<file path="config.mk">
export PLATFORM = sky130hd
export DESIGN_NAME = btb_update_ctrl_flat
export DESIGN_NICKNAME = d
export VERILOG_FILES = /design/src/rtl/btb_pkg.sv /design/src/rtl/btb_update_ctrl_if.sv /design/src/rtl/btb_upd_fifo.sv /design/src/rtl/btb_update_ctrl.sv /design/src/flat_wrapper.sv
export SDC_FILE = /design/constraint.sdc
export NUM_CORES = 1
export LEC_CHECK = 0
export BUFFER_PORTS_ARGS = -buffer_cell sky130_fd_sc_hd__buf_4
export CAP_MARGIN = 10
export CORE_UTILIZATION = 40
export DETAILED_ROUTE_END_ITERATION = 8
export GPL_TIMING_DRIVEN = 0
export PLACE_DENSITY_LB_ADDON = 0.05
export SETUP_SLACK_MARGIN = 0.1
export SKIP_LAST_GASP = 1
export SLEW_MARGIN = 20
export SYNTH_ARGS = -nofsm -noshare
export SYNTH_HDL_FRONTEND = slang
export SYNTH_SLANG_ARGS = --single-unit
</file>
<file path="constraint.sdc">
create_clock -name clk -period 3.2 [get_ports clk]
set_clock_uncertainty 0.2 [all_clocks]
set_input_delay 0.48 -clock clk [delete_from_list [all_inputs] [get_ports clk]]
set_output_delay 0.48 -clock clk [all_outputs]
set_load 0.005 [all_outputs]
</file>
<file path="src/rtl/btb_pkg.sv">
// Shared types and constants for the branch-target LUT update controller.
package btb_pkg;

  localparam int PC_W      = 16;
  localparam int LUT_ROW_W = 2 * PC_W + 1;

  typedef logic [PC_W-1:0]      pc_t;
  typedef logic [LUT_ROW_W-1:0] lut_row_t;

  // RUN: normal operation, CLEAR: LUT clear strobe, WAIT: settle cycle after clear
  typedef enum logic [1:0] {
    RUN   = 2'd0,
    CLEAR = 2'd1,
    WAIT  = 2'd2
  } btb_state_t;

  // LUT row layout: {pc, offset, history}; the stored target is pc + offset
  function automatic lut_row_t pack_row(input pc_t pc, input pc_t offset, input logic hist);
    return {pc, offset, hist};
  endfunction

endpackage

</file>
<file path="src/rtl/btb_update_ctrl_if.sv">
// Signal bundle between the EX stage / LUT and the update controller.
//
// Handshake semantics: res_valid is a one-sided valid with no ready; the
// controller samples every cycle in which res_valid=1 and never back-pressures
// EX (updates it cannot hold are counted in drop_cnt). On the LUT side,
// lut_stall acts as an inverted ready: an update is transferred to the LUT
// only in a cycle where a queued entry exists and lut_stall=0, and the write
// is then presented as a single-cycle lut_write_en strobe on the next cycle.
interface btb_update_ctrl_if #(
  parameter int PC_W   = btb_pkg::PC_W,
  parameter int DROP_W = 8
);
  logic              res_valid;
  logic [PC_W-1:0]   res_pc;
  logic              res_taken;
  logic [PC_W-1:0]   res_target;
  logic              pred_taken;
  logic [PC_W-1:0]   pred_target;
  logic              inval_req;
  logic              lut_stall;

  logic              flush;
  logic [PC_W-1:0]   redirect_pc;
  logic              lut_write_en;
  logic [2*PC_W:0]   lut_write_data;
  logic              lut_clr;
  logic              inval_busy;
  logic [DROP_W-1:0] drop_cnt;

  // Pipeline / LUT side: drives resolutions and stalls, observes the controller
  modport master (
    output res_valid, res_pc, res_taken, res_target, pred_taken, pred_target,
    output inval_req, lut_stall,
    input  flush, redirect_pc, lut_write_en, lut_write_data, lut_clr,
    input  inval_busy, drop_cnt
  );

  // Controller side
  modport slave (
    input  res_valid, res_pc, res_taken, res_target, pred_taken, pred_target,
    input  inval_req, lut_stall,
    output flush, redirect_pc, lut_write_en, lut_write_data, lut_clr,
    output inval_busy, drop_cnt
  );
endinterface

</file>
<file path="src/rtl/btb_upd_fifo.sv">
// Small in-order FIFO buffering LUT row updates ahead of the single write port.
// A push into a full FIFO is accepted only when a pop happens in the same cycle.
module btb_upd_fifo
  import btb_pkg::*;
#(
  parameter int DEPTH = 4,
  parameter int W     = LUT_ROW_W
) (
  input  logic         clk,
  input  logic         clr_n,
  input  logic         push,
  input  logic         pop,
  input  logic         flush,
  input  logic [W-1:0] din,
  output logic [W-1:0] dout,
  output logic         full,
  output logic         empty
);

  localparam int AW = $clog2(DEPTH);
  localparam logic [AW:0] PTR_ONE = {{AW{1'b0}}, 1'b1};

  logic [W-1:0] mem [DEPTH];
  logic [AW:0]  wr_ptr;
  logic [AW:0]  rd_ptr;
  logic         do_push;
  logic         do_pop;

  // Status from the extra pointer MSB: same index, different lap means full
  always_comb begin
    empty   = (wr_ptr == rd_ptr);
    full    = (wr_ptr[AW] != rd_ptr[AW]) && (wr_ptr[AW-1:0] == rd_ptr[AW-1:0]);
    do_pop  = pop & ~empty;
    do_push = push & (~full | do_pop);
    dout    = mem[rd_ptr[AW-1:0]];
  end

  // Pointer update; flush empties the queue regardless of push/pop
  always_ff @(posedge clk or negedge clr_n) begin
    if (!clr_n) begin
      wr_ptr <= '0;
      rd_ptr <= '0;
    end else if (flush) begin
      wr_ptr <= '0;
      rd_ptr <= '0;
    end else begin
      if (do_push) wr_ptr <= wr_ptr + PTR_ONE;
      if (do_pop)  rd_ptr <= rd_ptr + PTR_ONE;
    end
  end

  // Storage write; contents need no reset because the pointers gate visibility
  always_ff @(posedge clk) begin
    if (do_push && !flush) mem[wr_ptr[AW-1:0]] <= din;
  end

endmodule

</file>
<file path="src/rtl/btb_update_ctrl.sv">
// Branch-target LUT update controller: detects mispredicts and issues a
// registered flush/redirect, queues LUT row updates and drains them onto the
// single LUT write port, and sequences full LUT invalidates.
module btb_update_ctrl
  import btb_pkg::*;
#(
  parameter int DEPTH  = 4,
  parameter int DROP_W = 8
) (
  input  logic              clk,
  input  logic              clr_n,
  btb_update_ctrl_if.slave  bus,
  output btb_state_t        fsm_state
);

  btb_state_t        state;
  logic              flush_q;
  pc_t               redirect_q;
  logic              wr_en_q;
  lut_row_t          wr_data_q;
  logic              clr_q;
  logic              busy_q;
  logic [DROP_W-1:0] drop_q;

  logic              mispredict;
  pc_t               redirect_next;
  pc_t               offset;
  lut_row_t          push_row;
  logic              push_req;
  logic              pop;
  logic              drop;
  logic              fifo_flush;
  logic              fifo_full;
  logic              fifo_empty;
  lut_row_t          head_row;

  // Mispredict detection, update formation and queue control
  always_comb begin
    mispredict    = bus.res_valid &
                    ((bus.pred_taken != bus.res_taken) |
                     (bus.res_taken & (bus.pred_target != bus.res_target)));
    redirect_next = bus.res_taken ? bus.res_target : bus.res_pc + pc_t'(1);
    // A not-taken update keeps the previously predicted offset in the row
    offset        = (bus.res_taken ? bus.res_target : bus.pred_target) - bus.res_pc;
    push_row      = pack_row(bus.res_pc, offset, bus.res_taken);
    // An invalidate accepted this cycle wins over any update
    push_req      = bus.res_valid & (bus.res_taken | bus.pred_taken) &
                    (state == RUN) & ~bus.inval_req;
    // No pop on the accept cycle so a write can never coincide with lut_clr
    pop           = ~fifo_empty & ~bus.lut_stall & (state == RUN) & ~bus.inval_req;
    drop          = push_req & fifo_full & ~pop;
    fifo_flush    = (state == CLEAR);
  end

  btb_upd_fifo #(
    .DEPTH (DEPTH),
    .W     (LUT_ROW_W)
  ) u_fifo (
    .clk   (clk),
    .clr_n (clr_n),
    .push  (push_req),
    .pop   (pop),
    .flush (fifo_flush),
    .din   (push_row),
    .dout  (head_row),
    .full  (fifo_full),
    .empty (fifo_empty)
  );

  // Invalidate sequencer with registered clear strobe and busy flag
  always_ff @(posedge clk or negedge clr_n) begin
    if (!clr_n) begin
      state  <= RUN;
      clr_q  <= 1'b0;
      busy_q <= 1'b0;
    end else begin
      case (state)
        RUN: begin
          if (bus.inval_req) begin
            state  <= CLEAR;
            clr_q  <= 1'b1;
            busy_q <= 1'b1;
          end else begin
            clr_q  <= 1'b0;
            busy_q <= 1'b0;
          end
        end
        CLEAR: begin
          state  <= WAIT;
          clr_q  <= 1'b0;
          busy_q <= 1'b1;
        end
        WAIT: begin
          if (bus.inval_req) begin
            state  <= CLEAR;
            clr_q  <= 1'b1;
            busy_q <= 1'b1;
          end else begin
            state  <= RUN;
            clr_q  <= 1'b0;
            busy_q <= 1'b0;
          end
        end
        default: begin
          state  <= RUN;
          clr_q  <= 1'b0;
          busy_q <= 1'b0;
        end
      endcase
    end
  end

  // Registered flush/redirect and LUT write port, one cycle after the cause
  always_ff @(posedge clk or negedge clr_n) begin
    if (!clr_n) begin
      flush_q    <= 1'b0;
      redirect_q <= '0;
      wr_en_q    <= 1'b0;
      wr_data_q  <= '0;
    end else begin
      flush_q    <= mispredict;
      redirect_q <= mispredict ? redirect_next : '0;
      wr_en_q    <= pop;
      if (pop) wr_data_q <= head_row;
    end
  end

  // Saturating count of updates lost to a full queue
  always_ff @(posedge clk or negedge clr_n) begin
    if (!clr_n) begin
      drop_q <= '0;
    end else if (drop && (drop_q != '1)) begin
      drop_q <= drop_q + {{(DROP_W-1){1'b0}}, 1'b1};
    end
  end

  assign bus.flush          = flush_q;
  assign bus.redirect_pc    = redirect_q;
  assign bus.lut_write_en   = wr_en_q;
  assign bus.lut_write_data = wr_data_q;
  assign bus.lut_clr        = clr_q;
  assign bus.inval_busy     = busy_q;
  assign bus.drop_cnt       = drop_q;
  assign fsm_state          = state;

endmodule

</file>
<file path="src/flat_wrapper.sv">
// flat-port wrapper written by rule: the top's interface ports become plain ports
module btb_update_ctrl_flat import btb_pkg::*;
#(
  parameter int DEPTH  = 4,
  parameter int DROP_W = 8
)
  (clk, clr_n, fsm_state, bus_res_valid, bus_res_pc, bus_res_taken, bus_res_target, bus_pred_taken, bus_pred_target, bus_inval_req, bus_lut_stall, bus_flush, bus_redirect_pc, bus_lut_write_en, bus_lut_write_data, bus_lut_clr, bus_inval_busy, bus_drop_cnt);
  btb_update_ctrl_if #(.PC_W(16), .DROP_W(DROP_W)) bus_i ();
  input  logic clk;
  input  logic clr_n;
  output btb_state_t fsm_state;
  input wire logic [$bits(bus_i.res_valid)-1:0] bus_res_valid;
  input wire logic [$bits(bus_i.res_pc)-1:0] bus_res_pc;
  input wire logic [$bits(bus_i.res_taken)-1:0] bus_res_taken;
  input wire logic [$bits(bus_i.res_target)-1:0] bus_res_target;
  input wire logic [$bits(bus_i.pred_taken)-1:0] bus_pred_taken;
  input wire logic [$bits(bus_i.pred_target)-1:0] bus_pred_target;
  input wire logic [$bits(bus_i.inval_req)-1:0] bus_inval_req;
  input wire logic [$bits(bus_i.lut_stall)-1:0] bus_lut_stall;
  output wire logic [$bits(bus_i.flush)-1:0] bus_flush;
  output wire logic [$bits(bus_i.redirect_pc)-1:0] bus_redirect_pc;
  output wire logic [$bits(bus_i.lut_write_en)-1:0] bus_lut_write_en;
  output wire logic [$bits(bus_i.lut_write_data)-1:0] bus_lut_write_data;
  output wire logic [$bits(bus_i.lut_clr)-1:0] bus_lut_clr;
  output wire logic [$bits(bus_i.inval_busy)-1:0] bus_inval_busy;
  output wire logic [$bits(bus_i.drop_cnt)-1:0] bus_drop_cnt;
  assign bus_i.res_valid = bus_res_valid;
  assign bus_i.res_pc = bus_res_pc;
  assign bus_i.res_taken = bus_res_taken;
  assign bus_i.res_target = bus_res_target;
  assign bus_i.pred_taken = bus_pred_taken;
  assign bus_i.pred_target = bus_pred_target;
  assign bus_i.inval_req = bus_inval_req;
  assign bus_i.lut_stall = bus_lut_stall;
  assign bus_flush = bus_i.flush;
  assign bus_redirect_pc = bus_i.redirect_pc;
  assign bus_lut_write_en = bus_i.lut_write_en;
  assign bus_lut_write_data = bus_i.lut_write_data;
  assign bus_lut_clr = bus_i.lut_clr;
  assign bus_inval_busy = bus_i.inval_busy;
  assign bus_drop_cnt = bus_i.drop_cnt;
  btb_update_ctrl #(.DEPTH(DEPTH), .DROP_W(DROP_W)) u_core (.clk(clk), .clr_n(clr_n), .bus(bus_i), .fsm_state(fsm_state));
endmodule
</file>
-- After elaboration in Yosys (flattened, before gate mapping)
Memory sizes are Yosys's and may differ from the RTL's. A register that Yosys moved wholly into a read port is not among the register bits.
Cells that the tools add are included.
- bitwise operators: 20
- muxes and demuxes: 15
- equality and inequality tests: 9
- reductions and logical operators: 9
- $add $sub $neg: 5
- operators by type and width (kind ; number):
    two-way mux 16 bit ; 3
    adder 16 x 1 -> 16 bit (second input constant) ; 1
    != test 16 bit ; 1
    subtractor 16 bit ; 1
    bitwise AND 1 bit ; 12
    two-way mux 3 bit ; 4
    adder 8 x 1 -> 8 bit (second input constant) ; 1
    != test 8 bit (second input constant) ; 1
    adder 3 x 1 -> 3 bit (second input constant) ; 2
    one-hot mux 2 bit (3 select lines) ; 1
    two-way mux 1 bit ; 5
    inverter 1 bit ; 5
    nonzero test 2 bit ; 2
    == test 3 bit ; 1
    logical AND 1 bit ; 3
    OR 1 bit ; 3
    == test 2 x 1 -> 1 bit (second input constant) ; 1
    == test 2 bit ; 1
    == test 2 bit (second input constant) ; 1
    zero test 1 bit ; 2
    zero test 2 bit ; 1
    two-way mux 2 bit ; 1
    != test 1 bit ; 2
    != test 2 bit (second input constant) ; 1
    2 further kinds ; 2
- output and inout port bits: 63
- flip-flop bits (word level): 36
- memories kept: 1
- memory bits (writable): 132
- input port bits: 55
- word-level logic and storage cells: 68
- memories (memory ; depth ; bits a word ; rd ports ; clocked after Yosys merged registers in ; write ports ; RTL line ; text):
    u_core.u_fifo.mem ; 4 ; 33 ; 1 ; 1 ; 1 ; btb_upd_fifo.sv:23 ; logic [W-1:0] mem [DEPTH];

-- Longest topological paths before layout
Gate-level depths: netlist of run 1.
- depth in word-level cells: 11
- depth in mapped cells: 11
- gate-level depth less buffers: 9

-- Modules after synthesis
From an unflattened synthesis of run 1, not the netlist that was laid out.
- cell total of the unflattened synthesis: 700
- area, all modules: 9293.9 sq um
- by module, submodules not included (module ; seq. area each (sq um) ; area an instance (sq um) ; cells an instance ; times used):
    btb_upd_fifo ; 4113.9 ; 5297.6 ; 228 ; 1
    btb_update_ctrl ; 1576.5 ; 3996.3 ; 472 ; 1

-- Worst setup path before layout of run 1
No wires, ideal clock.
- path kind: in2reg
- from: input bus_res_taken
- to: memory u_core.u_fifo.mem[0][13] in the netlist's numbering (data pin)
- library setup time: 0.155 ns
- path slack: -0.299 ns
- data required time: 2.845 ns
- arrival time: 3.144 ns
- cell stages on the path: 11
- buffers on the path: 2
- cells stage by stage: clkbuf_1 clkbuf_1 mux2i_1 ha_1 inv_1 fa_1 a211oi_1 o211ai_1 a41oi_1 or4b_1 nand4_1
- word-level cells in the longest chain between the ends: 2
- ends and longest elaborated chain (what ; RTL line ; text):
    from (decl) ; flat_wrapper.sv:14 ; input wire logic [$bits(bus_i.res_taken)-1:0] bus_res_taken;
    two-way mux 16 bit ; btb_update_ctrl.sv:44 ; offset = (bus.res_taken ? bus.res_target : bus.pred_target) - bus.res_pc;
    subtractor 16 bit ; btb_update_ctrl.sv:44 ;
    net u_core.offset[12] ; btb_update_ctrl.sv:27 ; pc_t offset;
    to (decl) ; btb_upd_fifo.sv:23 ;
The timed path passes the listed nets, and every way through them passes these cells.

-- Worst setup path after layout of run 1
- from: input bus_res_pc[3]
- to: memory u_core.u_fifo.mem[3][13] in the netlist's numbering (data pin)
- word-level cells in the longest chain between the ends: 1
- ends and longest elaborated chain (what ; RTL line ; text):
    from (decl) ; flat_wrapper.sv:13 ; input wire logic [$bits(bus_i.res_pc)-1:0] bus_res_pc;
    subtractor 16 bit ; btb_update_ctrl.sv:44 ;
    net u_core.offset[12] ; btb_update_ctrl.sv:27 ;
The timed path passes the listed nets, and every way through them passes these cells.

==> results of run 1 <==
## stage by stage
stage / total power, mW / hold slack, ns / setup TNS, ns / util [%]
2_1_floorplan: 4.15 / -0.0156 / 0 / -
3_3_place_gp: 4.82 / 0.276 / -131.02 / 46.7
3_5_place_dp: 4.87 / 0.281 / -14.34 / 47.2
4_1_cts: 7.47 / 0.0000161 / 0 / 50.9
5_1_grt: 7.71 / 0.00320 / 0 / 50.9
6_report: 7.36 / 0.0187 / 0 / 50.9
## kinds of logic (layout without fill, tap and decap cells)
kind of cell	after synthesis	after routing	synth area share, %
compound gates	68	68	5.03
xor+xnor	55	55	5.77
fa+ha+maj	24	24	3.42
buf+inv	49	216	2.39
flops	201	201	63.2
mux	78	78	13.8
simple gates	108	108	6.31
## area by class of cell
| class | instances | area [sq um] |
|---|---|---|
| multi-input combinational | 333 | 3130 |
| timing repair buffer | 126 | 1040 |
| clock inverter | 10 | 101 |
| sequential | 201 | 5690 |
| fill | 1820 | 10800 |
| clock buffer | 32 | 649 |
| tap | 280 | 350 |
| inverter | 31 | 116 |
| buffer | 17 | 114 |
## power breakdown
group          total (mW)  switching [mW]  internal, mW
Combinational        1.55           0.688         0.865
Clock                2.56           0.983          1.57
Sequential           3.25           0.141          3.11
## repair_timing
action / in CTS / in global routing
hold endpoints to repair: 57 / 0
hold buffers: 4 / 0
endpoints found under the setup margin: 12 / 4
pin swaps: 1 / 4
buffers inserted: 1 / 0
resized for setup: 2 / 4
## flip-flops by register name (all words and copies together) (netlist names)
| register | flops |
|---|---|
| u_core.bus.drop_cnt | 8 |
| u_core.bus.flush | 1 |
| u_core.bus.inval_busy | 1 |
| u_core.bus.lut_clr | 1 |
| u_core.bus.lut_write_data | 33 |
| u_core.bus.lut_write_en | 1 |
| u_core.bus.redirect_pc | 16 |
| u_core.fsm_state | 2 |
| u_core.u_fifo.mem | 132 |
| u_core.u_fifo.rd_ptr | 3 |
| u_core.u_fifo.wr_ptr | 3 |
## worst max-delay path, stage by stage
cell and delay, ns:
dlygate4sd3_1 0.54, buf_4 0.15, inv_1 0.09, ha_2 0.37, o21ai_0 0.10, o211ai_1 0.29, a41oi_2 0.21, or4b_2 0.66
nand4_1 0.18
## cells in the mapped netlist (3+ instances only)
| library cell | number | area (sq um) |
|---|---|---|
| edfxtp_1 | 132 | 3960 |
| dfrtp_1 | 69 | 1730 |
| mux2_2 | 41 | 462 |
| mux4_2 | 33 | 743 |
| inv_1 | 31 | 116 |
| nor2_1 | 27 | 101 |
| xnor2_1 | 27 | 236 |
| xor2_1 | 26 | 228 |
| ha_1 | 23 | 288 |
| nand2_1 | 23 | 86.3 |
| o21ai_0 | 20 | 100 |
| a21oi_1 | 18 | 90.1 |
| nor4_1 | 10 | 62.6 |
| clkbuf_1 | 8 | 30.0 |
| nand4_1 | 8 | 50.1 |
| a211oi_1 | 7 | 52.6 |
| nor2b_1 | 7 | 43.8 |
| and3_1 | 6 | 37.5 |
| nand3_1 | 6 | 30.0 |
| and2_1 | 4 | 25.0 |
| buf_2 | 4 | 20.0 |
| nor3_1 | 4 | 20.0 |
| buf_4 | 3 | 22.5 |
| mux2i_1 | 3 | 30.0 |
| o21a_1 | 3 | 22.5 |
| o31ai_1 | 3 | 22.5 |
## metal layers
layer | global-route usage, % | wire length [um]
met1 | 26.1 | 9820
met3 | 2.88 | 766
met5 | 0 | 0
met2 | 31.5 | 10300
met4 | 3.94 | 281
## path summary, 6_finish.rpt
path,startpoint,end,slack (ns)
max,bus_res_pc[3],u_core.u_fifo.mem[3][13],0.24
min,bus_res_pc[4],u_core.u_fifo.mem[3][21],0.02
max reg2reg,u_core.fsm_state[0],u_core.u_fifo.mem[3][13],0.63
min reg2reg,u_core.bus.lut_write_data[14],u_core.bus.lut_write_data[14],0.29
max in group asynchronous,clr_n,u_core.bus.lut_write_data[13],1.69
min in group asynchronous,clr_n,u_core.bus.lut_write_data[28],0.49
==> results.md, run 1 <==
- Largest net degree at the start of global routing: 70
- Maximum vdd drop: 0.000377 V
- Crit-path max FO: 7
- Final setup margin: 0.241 ns
- Via-to-Cell Ratio: 5.24
- Detailed-route wire length per cell: 20.5 um
- Violated checks: DRC
- Total Wirelength: 21.1 mm
- Final ANT Viol Nets: 0
- CTS max path bufs: 3
- DR DRC count: 14
- Antenna violations before repair: 0
- CP Launch Type: primary input
- RSZ-0062 raised after global routing: false
- I/O pins: 118
- CTS Buf Count: 23
- Cell Pwr Density: 658 nW/um^2
- Synth Net Count: 662
- Reg2reg path depth: 4
- P&R area growth vs syn: 24.3%
- Cell variety after synth: 52
- Arrival time at the worst endpoint: 3.08 ns
- Grt ovf: 0
- # rows: 54
- Crit path kind: in -> reg
- TritonCTS clock tree: yes
- Final setup viols: 0
- Die X: 152 um
- Skew-Pair Late Insertion Delay: 0.49 ns
- Finished Layout Cells: 1030
- Min Tclk post-route: 2.96 ns
- Commonest non-fill, non-tap cell in the layout: edfxtp_1
- Post-synth EDFFs: 132
- HPWL after DPL: 14.9 mm
- Clk pin slew, worst setup/hold paths: 0.06 ns
- Top_reg_cell synth: edfxtp_1
- Core area: 22000 sq um
- Post-synthesis async set-or-reset flop share: 34.3%
- Antenna cells: 0
- Final worst-path cycle share: 92.5%
- F_max: 338 MHz
- Placed cells: 984
- Syn Inst Count: 583
- First-pass GRT wire length: 32.9 mm
- CP endpoint kind: flop
- Leakage: 4.38 nW
- Yosys reg bits: 201
- Commonest non-fill, non-tap cells in the layout: 132 x edfxtp_1, 121 x buf_4, 69 x dfrtp_1, 41 x mux2_2, 33 x mux4_2
- Endpoints failing hold: 0
- Syn. warnings: 0
- 1st-pass router iterations: 6
- Vias in the first global route: 5657
- Status: finished with violations
- Worst EP required: 3.32 ns
- IO Port Bufs: 117
- CTS Root Cell: clkbuf_16
- GP Congestion: 0.842
- DP Area: 10400 sq um
- WHS Path Cells: 1
- Die Area: 23100 sq um
- Pre-CTS WS: -0.618 ns
- Total Routing Usage GR: 18.8%
- Avg Inst Size Synth: 15.4 sq um
- Layout cell share with drive strength beyond 1: 35.2%
- Final nets: 812
- Fin. max-slew vios: 0
- Max-cap violations: 0
- Die span in y: 152 um
- Initial Util: 41.0%
- Slew HR: 33.7%
- Worst slew pin tran: 0.994 ns
- Sequential area share after synthesis: 63.2%
- Post-Syn Area: 9000 sq um
- Clock sink count: 201
- HP Class: in -> reg
- Initial drt markers: 267
- Vias: 5395
- Design area: 11200 sq um
- H-tree depth: 1
(Power assumes the default switching activity.)
==> run 2, diff against run 1 <==
- SYNTH_HIERARCHICAL: unset -> 1
==> results.md, run 2 <==
- Status: finished clean (was finished with violations)
- Crit-path slowest cell: dfrtp_1 (was or4b_2)
- Top cells by count, synth: 132 x edfxtp_1, 131 x nand2_1, 69 x dfrtp_1, 39 x inv_1, 32 x mux4_2 (was 132 x edfxtp_1, 69 x dfrtp_1, 41 x mux2_2, 33 x mux4_2, 31 x inv_1)
- Top Layer Used: met4 (unchanged)
- Min-Delay Endpoint: u_core/u_fifo/mem[1][31] (was u_core.u_fifo.mem[3][21])
- Cell variety after synth: 63 (was 52)
- Total Wirelength: 23.4 mm (was 21.1 mm)
- Sum of buffers and inverters on the critical path: 7 (was 3)
- Max-cap violations: 0 (unchanged)
- Final ANT Viol Nets: 0 (unchanged)
- Syn Inst Count: 700 (was 583)
- Skew-Pair Late Insertion Delay: 0.50 ns (was 0.49 ns)
- Antenna violations before repair: 0 (unchanged)
- WHS Path Cells: 1 (unchanged)
- TritonCTS clock tree: yes (unchanged)
- P&R area growth vs syn: 28.4% (was 24.3%)
- Commonest non-fill, non-tap cell in the layout: edfxtp_1 (unchanged)
- Setup TNS: 0 ns (unchanged)
- Arrival time at the worst endpoint: 3.04 ns (was 3.08 ns)
- I/O pins: 118 (unchanged)
- Initial drt markers: 346 (was 267)
- Worst EP required: 3.21 ns (was 3.32 ns)
- Min Tclk post-route: 3.02 ns (was 2.96 ns)
- H-tree depth: 1 (unchanged)
- # rows: 55 (was 54)
- Sequential cell area: 5690 sq um (about the same)
- F_max: 331 MHz (was 338 MHz)
- Share of the synthesized area in the top cell type: 42.6% (was 44.0%)
- Crit path kind: reg -> reg (was in -> reg)
- Maximum vdd drop: 0.000428 V (was 0.000377 V)
- Reg-to-reg startpoint: u_core/u_fifo/rd_ptr[1] (was u_core.fsm_state[0])
- Cell Pwr Density: 657 nW/um^2 (was 658 nW/um^2)
- Post-synthesis async set-or-reset flop share: 34.3% (unchanged)
- Die span in y: 154 um (was 152 um)
- Endpoints failing hold: 0 (unchanged)
- Reg2reg path depth: 13 (was 4)
- Synth Net Count: 780 (was 662)
- Sequential area share after synthesis: 61.2% (was 63.2%)
- Initial Util: 40.9% (was 41.0%)
- Yosys reg bits: 201 (unchanged)
- Top cells by area, synth: edfxtp_1 43%, dfrtp_1 19%, mux4_2 7.8% (was edfxtp_1 44%, dfrtp_1 19%, mux4_2 8.3%)
- HPWL after DPL: 15.4 mm (was 14.9 mm)
- Leakage: 4.87 nW (was 4.38 nW)
- Total Routing Usage GR: 19.8% (was 18.8%)
- Wl on met1: 10.5 mm (was 9.82 mm)
- Cell Chain, Critical Path: buf_6, xnor2_4, nand2_2, nor2_1, or3_1, buf_6, inv_6, buf_12, clkinvlp_4, a41oi_4, buf_4, and2_4, clkbuf_16 (was dlygate4sd3_1, buf_4, inv_1, ha_2, o21ai_0, o211ai_1, a41oi_2, or4b_2, nand4_1)
- Final setup viols: 0 (unchanged)
- First-pass GRT wire length: 35.7 mm (was 32.9 mm)
- Critical path startpoint: u_core/u_fifo/rd_ptr[1] (was bus_res_pc[3])
- Vias in the first global route: 6346 (was 5657)
- Top-count cell post-synth: edfxtp_1 (unchanged)
- Detailed-route wire length per cell: 19.9 um (was 20.5 um)
- Clk pin slew, worst setup/hold paths: 0.06 ns (about the same)
- Top_reg_cell synth: edfxtp_1 (unchanged)
- CTS max path bufs: 3 (unchanged)
- Slew HR: 36.8% (was 33.7%)
- Crit-path leading delay family: buffers and inverters (was simple AND/OR/NAND/NOR gates)
- CP Launch Type: flop (was primary input)
- Die X: 154 um (was 152 um)
- Util after Layout: 52.5% (was 50.9%)
- R2r endpoint: u_core/u_fifo/mem[3][6] (was u_core.u_fifo.mem[3][13])
- Die Area: 23800 sq um (was 23100 sq um)
- RSZ-0062 raised after global routing: false (unchanged)
- CTS Root Cell: clkbuf_16 (unchanged)
- Grt ovf: 0 (unchanged)
- 1st-pass router iterations: 4 (was 6)
- Antenna cells: 0 (unchanged)
- Fillers: 1995 (was 1820)
- Crit-path max FO: 12 (was 7)
- Clock sink count: 201 (unchanged)
- Post-synth top area cell: edfxtp_1 (unchanged)
- Fin. max-slew vios: 0 (unchanged)
- Via-to-Cell Ratio: 5.26 (was 5.24)
- Commonest non-fill, non-tap cells in the layout: 132 x edfxtp_1, 130 x nand2_1, 128 x buf_4, 67 x dfrtp_1, 38 x inv_1 (was 132 x edfxtp_1, 121 x buf_4, 69 x dfrtp_1, 41 x mux2_2, 33 x mux4_2)
- DR DRC count: 0 (was 14)
- Worst slew pin tran: 0.948 ns (was 0.994 ns)
- Core area: 22700 sq um (was 22000 sq um)
- Max reg flops: 132 (unchanged)
- Flop-to-flop setup slack: 0.18 ns (was 0.63 ns)
- GP Congestion: 0.858 (was 0.842)
- Largest net degree at the start of global routing: 70 (unchanged)
- Met3 WL: 1.42 mm (was 766 um)
- CTS Buf Count: 22 (was 23)
- CP dominant cell by count: buf_6
- Vias: 6160 (was 5395)
- Area of the multi-input gates: 3460 sq um (was 3130 sq um)
- Avg Inst Size Synth: 13.3 sq um (was 15.4 sq um)
- CP endpoint kind: flop (unchanged)
- Final worst-path cycle share: 94.5% (was 92.5%)
- Metal2 WL: 10.9 mm (was 10.3 mm)
- IO Port Bufs: 117 (unchanged)
- Critical Path Max Stage Delay: 0.38 ns (was 0.66 ns)
- Post-Syn Area: 9290 sq um (was 9000 sq um)
- Worst hold start: bus_res_pc[14] (was bus_res_pc[4])
- Syn. warnings: 6 (was 0)
- Final nets: 951 (was 812)
- Layout cell share with drive strength beyond 1: 30.0% (was 35.2%)
- HP Class: in -> reg (unchanged)
- Post-synth EDFFs: 132 (unchanged)
## run 2: changes by cell type after synthesis, sizes merged, moves of 5 or more
cell    before  now
nand2       23  131
nand3        6   13
buf         10   16
a21o         4    9
nor2b        7   13
inv         31   40
nand2b       0    5
nand4        9    3
mux2        42    8
nor2        27   22
## run 2: area by class of cell
class,instances,share of cell area [%]
Multi-Input combinational cell,438,29.0
Inverter,41,1.36
Sequential cell,201,47.7
Buffer,23,1.49
Timing Repair Buffer,144,10.8
Clock buffer,32,5.44
Tap cell,285,2.99
Clock inverter,8,1.23
## run 2: report_power, final
part	leakage (nW)	switching [mW]	internal, mW
clock network	0.387	1.00	1.73
logic	2.40	0.910	0.926
registers	2.07	0.158	3.11
total	4.87	2.07	5.77
## run 2: worst max path at each step
| stage | end | cells after the start |
|---|---|---|
| final | u_core/u_fifo/mem[3][6] | 13 |
| after global routing | u_core/u_fifo/mem[3][6] | 13 |
| after CTS | u_core/u_fifo/mem[0][15] | 13 |
| after detailed placement | u_core/u_fifo/mem[0][17] | 9 |
| after global placement | u_core/u_fifo/mem[1][15] | 9 |
| after floorplan | u_core/u_fifo/mem[0][15] | 12 |
## run 2: what timing repair did
item | CTS | global route
hold buffers | 6 | 0
setup buffers | 14 | 5
hold endpoints to repair | 86 | 0
pin swaps | 9 | 1
endpoints found under the setup margin | 144 | 164
cloned | 4 | 2
resized for setup | 18 | 18
## run 2: stage by stage
step           power (mW)  instance area (sq um)  cells  setup WS [ns]  hold slack, ns
6_report             7.84                  11900   1172          0.177          0.0259
3_5_place_dp         5.02                  10600   1102         -0.636           0.264
2_1_floorplan        4.28                   9330    700          0.131         -0.0156
5_1_grt              8.23                  11900   1172         0.0685          0.0125
3_3_place_gp         4.98                  10600   1102         -0.587           0.260
4_1_cts              7.86                  11800   1166          0.130         0.00608
## run 2: logic make-up after synthesis
kind of cell | synth area share, %
AOI/OAI and AO/OA | 5.75
xor gates and xnor gates | 5.04
adders and majority gates | 3.45
buffers and inverters | 3.22
DFF | 61.2
muxes | 9.48
and+or+nand+nor | 11.8
## run 2: routing by layer
metal  up-vias  global-route usage [%]
li1       2877                       -
met1      3048                    27.1
met3        38                    3.98
met2       197                    31.7
met5         -                       0
met4         0                    6.32
